File: config.mk
export PLATFORM = sky130hd
export DESIGN_NAME = text_term_writer
export DESIGN_NICKNAME = d
export VERILOG_FILES = /design/src/rtl/text_term_pkg.sv /design/src/rtl/text_term_writer.sv
export SDC_FILE = /design/constraint.sdc
export NUM_CORES = 1
export LEC_CHECK = 0
export ABC_AREA = 1
export BUFFER_PORTS_ARGS = -buffer_cell sky130_fd_sc_hd__buf_2
export CORE_UTILIZATION = 32
export CTS_CLUSTER_SIZE = 20
export DETAILED_ROUTE_END_ITERATION = 7
export PLACE_DENSITY_LB_ADDON = 0.25
export SETUP_SLACK_MARGIN = 0.02
export SLEW_MARGIN = 5
export SYNTH_ARGS = -nofsm -noshare
export SYNTH_HDL_FRONTEND = slang
export SYNTH_SLANG_ARGS = --single-unit
export TNS_END_PERCENT = 30
File: constraint.sdc
create_clock -name clk -period 2.81 [get_ports clk]
set_input_delay 0.281 -clock clk [delete_from_list [all_inputs] [get_ports clk]]
set_output_delay 0.281 -clock clk [all_outputs]
set_load 0.005 [all_outputs]
File: src/rtl/text_term_pkg.sv
// Shared constants, control codes and state encoding for text_term_writer.
// TEXT_TERM_LINE_CLEAR_EN adds the LINE_CLR state (blank each newly entered row).
package text_term_pkg;

  localparam int COLS   = 80;
  localparam int ROWS   = 30;
  localparam int ADDR_W = 12;

  localparam logic [7:0] BLANK  = 8'h20;
  localparam logic [7:0] CC_BS  = 8'h08;
  localparam logic [7:0] CC_TAB = 8'h09;
  localparam logic [7:0] CC_LF  = 8'h0A;
  localparam logic [7:0] CC_FF  = 8'h0C;
  localparam logic [7:0] CC_CR  = 8'h0D;

  typedef enum logic [1:0] {
    S_CLEAR,
    S_IDLE
`ifdef TEXT_TERM_LINE_CLEAR_EN
    , S_LINE_CLR
`endif
  } state_t;

  // row*80 as shift-add; callers truncate to their address width
  function automatic logic [15:0] row_base(input logic [4:0] r);
    logic [15:0] rw;
    rw = {11'd0, r};
    return (rw << 6) + (rw << 4);
  endfunction

endpackage

File: src/rtl/text_term_writer.sv
// Byte-stream terminal front end driving an 80x30 text buffer write port.
// Optional TEXT_TERM_LINE_CLEAR_EN: blank every row the cursor advances onto.
module text_term_writer #(
  parameter int         COLS   = text_term_pkg::COLS,
  parameter int         ROWS   = text_term_pkg::ROWS,
  parameter int         ADDR_W = text_term_pkg::ADDR_W,
  parameter logic [7:0] BLANK  = text_term_pkg::BLANK
) (
  input  logic              clk,
  input  logic              rst_n,
  input  logic              rx_dv,
  input  logic [7:0]        rx_byte,
  output logic              write_en,
  output logic [ADDR_W-1:0] waddr,
  output logic [7:0]        din,
  output logic [6:0]        cursor_col,
  output logic [4:0]        cursor_row,
  output logic              busy,
  output logic              overflow
);
  import text_term_pkg::*;

  localparam logic [6:0]        COL_MAX = 7'(COLS - 1);
  localparam logic [7:0]        COLS8   = 8'(COLS);
  localparam logic [4:0]        ROW_MAX = 5'(ROWS - 1);
  localparam logic [ADDR_W-1:0] LAST    = ADDR_W'(COLS * ROWS - 1);
`ifdef TEXT_TERM_LINE_CLEAR_EN
  localparam logic [ADDR_W-1:0] LINE_LAST = ADDR_W'(COLS - 1);
`endif

  state_t            state_q, state_d;
  logic [ADDR_W-1:0] cnt_q, cnt_d;
  logic [6:0]        col_q, col_d;
  logic [4:0]        row_q, row_d;
  logic              we_q, we_d;
  logic [ADDR_W-1:0] waddr_q, waddr_d;
  logic [7:0]        din_q, din_d;
  logic              pv_q, pv_d;
  logic [7:0]        pb_q, pb_d;
  logic              ovf_q, ovf_d;

  logic              take;
  logic              adv;
  logic [7:0]        cur;
  logic [4:0]        row_nxt;
  logic [7:0]        tab;
  logic [ADDR_W-1:0] base;

  always_ff @(posedge clk) begin
    if (!rst_n) begin
      state_q <= S_CLEAR;
      cnt_q   <= '0;
      col_q   <= '0;
      row_q   <= '0;
      we_q    <= 1'b0;
      waddr_q <= '0;
      din_q   <= '0;
      pv_q    <= 1'b0;
      pb_q    <= '0;
      ovf_q   <= 1'b0;
    end else begin
      state_q <= state_d;
      cnt_q   <= cnt_d;
      col_q   <= col_d;
      row_q   <= row_d;
      we_q    <= we_d;
      waddr_q <= waddr_d;
      din_q   <= din_d;
      pv_q    <= pv_d;
      pb_q    <= pb_d;
      ovf_q   <= ovf_d;
    end
  end

  always_comb begin
    state_d = state_q;
    cnt_d   = cnt_q;
    col_d   = col_q;
    row_d   = row_q;
    we_d    = 1'b0;
    waddr_d = waddr_q;
    din_d   = din_q;
    pv_d    = pv_q;
    pb_d    = pb_q;
    ovf_d   = ovf_q;
    take    = 1'b0;
    adv     = 1'b0;
    cur     = pv_q ? pb_q : rx_byte;
    row_nxt = (row_q == ROW_MAX) ? '0 : row_q + 5'd1;
    tab     = {1'b0, col_q | 7'd7} + 8'd1;
    base    = ADDR_W'(row_base(row_q));

    unique case (state_q)
      S_CLEAR: begin
        we_d    = 1'b1;
        waddr_d = cnt_q;
        din_d   = BLANK;
        if (cnt_q == LAST) begin
          state_d = S_IDLE;
          cnt_d   = '0;
          col_d   = '0;
          row_d   = '0;
        end else begin
          cnt_d = cnt_q + 1'b1;
        end
      end
`ifdef TEXT_TERM_LINE_CLEAR_EN
      S_LINE_CLR: begin
        we_d    = 1'b1;
        waddr_d = base + cnt_q;
        din_d   = BLANK;
        if (cnt_q == LINE_LAST) begin
          state_d = S_IDLE;
          cnt_d   = '0;
        end else begin
          cnt_d = cnt_q + 1'b1;
        end
      end
`endif
      S_IDLE: take = pv_q | rx_dv;
      default: state_d = S_CLEAR;
    endcase

    // pending slot: drained first in IDLE, refilled by a same-cycle strobe
    if (state_q == S_IDLE) begin
      if (pv_q) begin
        pv_d = rx_dv;
        if (rx_dv) pb_d = rx_byte;
      end
    end else if (rx_dv) begin
      if (pv_q) begin
        ovf_d = 1'b1;
      end else begin
        pv_d = 1'b1;
        pb_d = rx_byte;
      end
    end

    if (take) begin
      unique case (1'b1)
        (cur >= 8'h20 && cur <= 8'h7E): begin
          we_d    = 1'b1;
          waddr_d = base + ADDR_W'(col_q);
          din_d   = cur;
          if (col_q == COL_MAX) begin
            col_d = '0;
            adv   = 1'b1;
          end else begin
            col_d = col_q + 7'd1;
          end
        end
        (cur == CC_CR): col_d = '0;
        (cur == CC_LF): adv = 1'b1;
        (cur == CC_BS): begin
          if (col_q != '0) begin
            col_d   = col_q - 7'd1;
            we_d    = 1'b1;
            waddr_d = base + ADDR_W'(col_q - 7'd1);
            din_d   = BLANK;
          end
        end
        (cur == CC_TAB): begin
          if (tab >= COLS8) begin
            col_d = '0;
            adv   = 1'b1;
          end else begin
            col_d = tab[6:0];
          end
        end
        (cur == CC_FF): begin
          state_d = S_CLEAR;
          cnt_d   = '0;
        end
        default: ;
      endcase
    end

    if (adv) begin
      row_d = row_nxt;
`ifdef TEXT_TERM_LINE_CLEAR_EN
      state_d = S_LINE_CLR;
      cnt_d   = '0;
`endif
    end
  end

  assign write_en   = we_q;
  assign waddr      = waddr_q;
  assign din        = din_q;
  assign cursor_col = col_q;
  assign cursor_row = row_q;
  assign busy       = (state_q != S_IDLE);
  assign overflow   = ovf_q;

endmodule
# == After elaboration in Yosys (flattened, before gate mapping) ==
# Index checks and enable logic that the tools add are counted.
# op_classes
reduce_logical,9
n_mux,44
n_addsub,9
order_cmp,3
bitwise,2
n_eq_ne,12
# ops
op,n
two-way mux 12 bit,7
two-way mux 8 bit,8
two-way mux 7 bit,6
== test 8 x 4 -> 1 bit (second input constant),5
one-hot mux 7 bit (4 select lines),1
one-hot mux 12 bit (2 select lines),1
two-way mux 5 bit,4
one-hot mux 8 bit (2 select lines),1
adder 11 x 9 -> 12 bit,1
adder 12 x 1 -> 12 bit (second input constant),1
adder 12 bit,1
adder 12 x 7 -> 12 bit,1
== test 12 bit (second input constant),1
two-way mux 1 bit,10
adder 7 x 1 -> 8 bit (second input constant),1
greater-or-equal comparator 8 x 6 -> 1 bit (second input constant),1
greater-or-equal comparator 8 x 7 -> 1 bit (second input constant),1
less-or-equal comparator 8 x 7 -> 1 bit (second input constant),1
subtractor 7 x 1 -> 8 bit (second input constant),1
adder 7 x 1 -> 7 bit (second input constant),1
== test 7 bit (second input constant),1
nonzero test 7 bit,1
subtractor 7 x 1 -> 7 bit (second input constant),1
two-way mux 2 bit,3
15 further kinds,19
# word_totals
output_inout_bits,35
reg_bits,57

# == Logic depth before layout (Yosys ltp) ==
# depth
depth_word,7
ltp_mapped,17
ltp_nobuf,17

# == Worst setup path before layout ==
# Ideal clock, no wire load.
# synth_path
path_type,flip-flop to flip-flop
from,"register row_q[0], in the netlist cursor_row[0]"
to,"register waddr_q[11], in the netlist waddr[11]"
n_path_buf,0
synth_period_minus_slack_ps,2278
stages_incl_launch_ff,13
slack_ps,532
t_required_ps,2678
arrival_time_ps,2146
cell_sequence,dfxtp_1 > ha_1 > fa_1 > xor2_1 > ha_1 > a21oi_1 > nand2_1 > nand3_1 > nand2_1 > nand2_1 > nand2_1 > nand3_1 > a21oi_1
# synth_via
elab_chain_len,5
word_cells_on_any_way,6
classes_between,3 x add/sub; 3 x mux
# synth_rtl
item,line,text
"start, declared",text_term_writer.sv:34,"logic [4:0] row_q, row_d;"
"start signal, assigned",text_term_writer.sv:65,row_q <= row_d;
adder 11 x 9 -> 12 bit (*),text_term_pkg.sv:28,return (rw << 6) + (rw << 4);
adder 12 bit,text_term_writer.sv:158,waddr_d = base + ADDR_W'(col_q - 7'd1);
two-way mux 12 bit,text_term_writer.sv:155,if (col_q != '0) begin
one-hot mux 12 bit (2 select lines) (*),text_term_writer.sv:140,unique case (1'b1)
two-way mux 12 bit (*),text_term_writer.sv:139,if (take) begin
"end signal, assigned",text_term_writer.sv:67,waddr_q <= waddr_d;
"end, declared",text_term_writer.sv:36,"logic [ADDR_W-1:0] waddr_q, waddr_d;"
# Mark *: on every way between the ends. The rest lies on a longest branch, timed or not.
# A chain may end at the register's enable or synchronous reset.

# == Worst setup path after layout ==
# layout_path
from,"register col_q[0], in the netlist cursor_col[0]"
to,"register waddr_q[11], in the netlist waddr[11]"
# layout_via
elab_chain_len,5
word_cells_on_any_way,7
classes_between,3 x add/sub; 3 x mux; 1 x reduce/logical
# layout_rtl
item,line,text
"start, declared",text_term_writer.sv:33,"logic [6:0] col_q, col_d;"
"start signal, assigned",text_term_writer.sv:64,col_q <= col_d;
subtractor 7 x 1 -> 8 bit,text_term_writer.sv:158,
adder 12 bit,text_term_writer.sv:158,
two-way mux 12 bit,text_term_writer.sv:155,
one-hot mux 12 bit (2 select lines) (*),text_term_writer.sv:140,
two-way mux 12 bit (*),text_term_writer.sv:139,
# Marked as above.

==> results_dict.tcl <==
set metrics [dict create \
    ff2ff_path_depth 16 \
    yosysSeqAreaShare 0.279 \
    drt_iter0_drc 333 \
    path_common_cell "nand2_1" \
    worstMarginPinSlew_ns 0.591 \
    postCtsSetupBuffers 0 \
    numCtsBuffers 9 \
    rsz0062_at_grt "false" \
    criticalPathCategory "reg -> reg" \
    end_kind "register" \
    slew_headroom 0.606 \
    cts_tree "done" \
    period_minus_slack_ns 2.54 \
    reg2reg_to "waddr[11]$_SDFF_PN0_" \
    cts.root.buffer_cell "clkbuf_16" \
    clock-sinks 57 \
    yosysWarnings 0 \
    maxCapViolations 0 \
    die_h_um 115 \
    finalPower_mw 2.23 \
    dr.pass1.iters 4 \
    fin_util 0.397 \
    drv_slew 0 \
    final_nets 728 \
    post_cts_resized 0 \
    via_count 4193 \
    post-dp-hpwl_um 8820 \
    setup_violations 0 \
    syn-num-nets 677 \
    finalHoldViolations 0 \
    ys_ff_latch 57 \
    grt_pass1_vias 3824 \
    min_period_over_period 0.903 \
    grt_start_max_net_pins 24 \
    initial_utilization 0.335 \
    worst_ep_required_time_ns 3.08 \
    fmax_ghz 0.394 \
    critPathTopFamily "simple AND/OR/NAND/NOR gates" \
    arrival_ns 2.80 \
    area_delta_synth_final_pct 18.5 \
    avgViaCountPerCell 4.84 \
    syn_area_mm2 0.00409 \
    tns_ns 0 \
    clk-insertion-delay-late_ns 0.33 \
    startpoint_type "register" \
    grtUsageTotal 0.184 \
    grt_pass1_wl_um 18800 \
    port_buffers 45 \
    holdPathStages 3 \
    whs_ns 0.234 \
    clk_pin_slew_ns 0.05 \
    grt_overflow_total 0 \
    layout_commonest_cell "nand2_1" \
    ant_nets 0 \
    place.gp.congestion 0.904 \
    core_mm2 0.0122 \
    min_to "pb_q[0]$_SDFFE_PN0P_" \
    status "finished, final reports clean" \
    rows 40 \
    path_max_fanout 6 \
    synth_cell_types 40 \
    peakVddDrop_v 0.000290 \
    slowest_delay_ns 0.45 \
    drive_gt1_frac 0.138 \
    cts_buffer_depth 2 \
    reg2reg_slack_ns 0.27 \
    antenna_found_initial 0 \
    htree_levels 3 \
    wirelength_um 11500 \
    n_antenna_cell 0 \
    synthCells 643 \
    synth.avg_cell_area_um2 6.36 \
    cp_slowest_cell "dfxtp_1" \
    timing.rr.start "cursor_col[0]$_SDFF_PN0_" \
    min-delay-path-class "in -> reg" \
    drc 0 \
    mostFrequentLayoutCells "185 x nand2_1, 75 x nor2_1, 68 x inv_1" \
    p_per_area_mw_per_mm2 460 \
    io_pins 46 \
    min_from "rx_byte[0]" \
    fin_skew_ns 0.00485 \
    leakage_nw 2.31 \
    crit_buf_inv 1 \
    wl_per_cell_um 13.2 \
    worstPathCellList "inv_1 > ha_1 > nand2_1 > nor2_1 > nand2_1 > xor2_1 > ha_1 > a21oi_1 > nand2_1 > nand3_1 > nand2_1 > nand3_1 > nand2_1 > nand3_1 > nand3_1 > a21oi_1" \
    die_w_um 115 \
    holdBufCountCts 0 \
    dieArea_mm2 0.0132 \
]
## synth_stat cells (all sizes together)
| cell | count | area, um^2 |
|---|---|---|
| inv | 69 | 262 |
| nand4 | 8 | 65.1 |
| a31oi | 14 | 87.6 |
| clkinv | 2 | 7.51 |
| and3 | 1 | 6.26 |
| buf | 9 | 71.3 |
| dfxtp | 57 | 1140 |
| conb | 1 | 3.75 |
| o21bai | 1 | 7.51 |
| nand3 | 57 | 295 |
| mux2i | 1 | 10.0 |
| ha | 20 | 250 |
| a211oi | 3 | 22.5 |
| nand2 | 196 | 778 |
| o21a | 1 | 7.51 |
| fa | 3 | 60.1 |
| o21ai | 32 | 164 |
| xnor2 | 4 | 35.0 |
| clkbuf | 9 | 33.8 |
| xor2 | 18 | 158 |
| o32ai | 2 | 17.5 |
| o211ai | 1 | 7.51 |
| nor2 | 77 | 299 |
| a21oi | 36 | 180 |
| nor3 | 11 | 55.1 |
| nand3b | 1 | 7.51 |
| o22ai | 3 | 18.8 |
| or2 | 6 | 37.5 |
## cells by family after synthesis
kind of cell | count (synthesis) | synth area share
AND/OR/NAND/NOR | 357 | 0.378
AO/OA/AOI/OAI | 93 | 0.125
buffers and inverters | 89 | 0.0915
flip-flops | 57 | 0.279
adder cells (fa/ha/maj) | 23 | 0.0759
XOR/XNOR | 22 | 0.0471
other | 1 | 0.000917
multiplexers | 1 | 0.00245
## worst max-delay path by stage
stage                                    start                   end  slack, ns  cells after the start
finish                cursor_col[0]$_SDFF_PN0_  waddr[11]$_SDFF_PN0_       0.27                     16
global placement      cursor_col[0]$_SDFF_PN0_  waddr[11]$_SDFF_PN0_       0.31                     17
detailed placement    cursor_col[0]$_SDFF_PN0_  waddr[11]$_SDFF_PN0_       0.33                     17
global route          cursor_col[0]$_SDFF_PN0_  waddr[11]$_SDFF_PN0_       0.03                     17
CTS                   cursor_col[0]$_SDFF_PN0_  waddr[11]$_SDFF_PN0_       0.32                     17
floorplan           cursor_row[0]$_SDFFE_PN0P_  waddr[11]$_SDFF_PN0_       0.53                     12
## flip-flops by register name, indices dropped and copies added (netlist names)
name,flops
pb_q,8
state_q,2
cursor_row,5
pv_q,1
write_en,1
cnt_q,12
cursor_col,7
overflow,1
din,8
waddr,12
## per-layer routing
metal	track usage	up-vias	share of wire
li1	-	2192	-
met1	0.254	1886	0.51
met2	0.278	101	0.43
met3	0.0253	14	0.041
met4	0.0944	0	0.018
met5	0	-	0
## per-stage QoR
step | cells | worst slack (ns) | area (um^2)
after global placement | 851 | 0.315 | 4520
after global routing | 866 | 0.0317 | 4850
after detailed placement | 851 | 0.330 | 4520
final | 866 | 0.273 | 4850
after CTS | 866 | 0.320 | 4850
after floorplan | 643 | 0.532 | 4090
## worst min-delay path: cells and delay by family
family	cells	cell delay, ns
AO/OA/AOI/OAI	1	0.08
AND/OR/NAND/NOR	1	0.06
buffers and inverters	1	0.10
## cell type report
class / count / area, um^2
clock inverters: 2 / 60.1
inverters: 71 / 269
well taps: 168 / 210
multi-input cells: 497 / 2570
fillers: 1342 / 7360
clock buffers: 13 / 270
repair buffers: 58 / 323
flip-flops and latches: 57 / 1140
## where the power goes
group,switching (mW),leakage [nW],internal [mW]
logic,0.121,1.68,0.0528
clock network,0.370,0.162,0.843
registers,0.0153,0.463,0.829
total,0.506,2.31,1.72
Power figures use the tool's default switching activity.
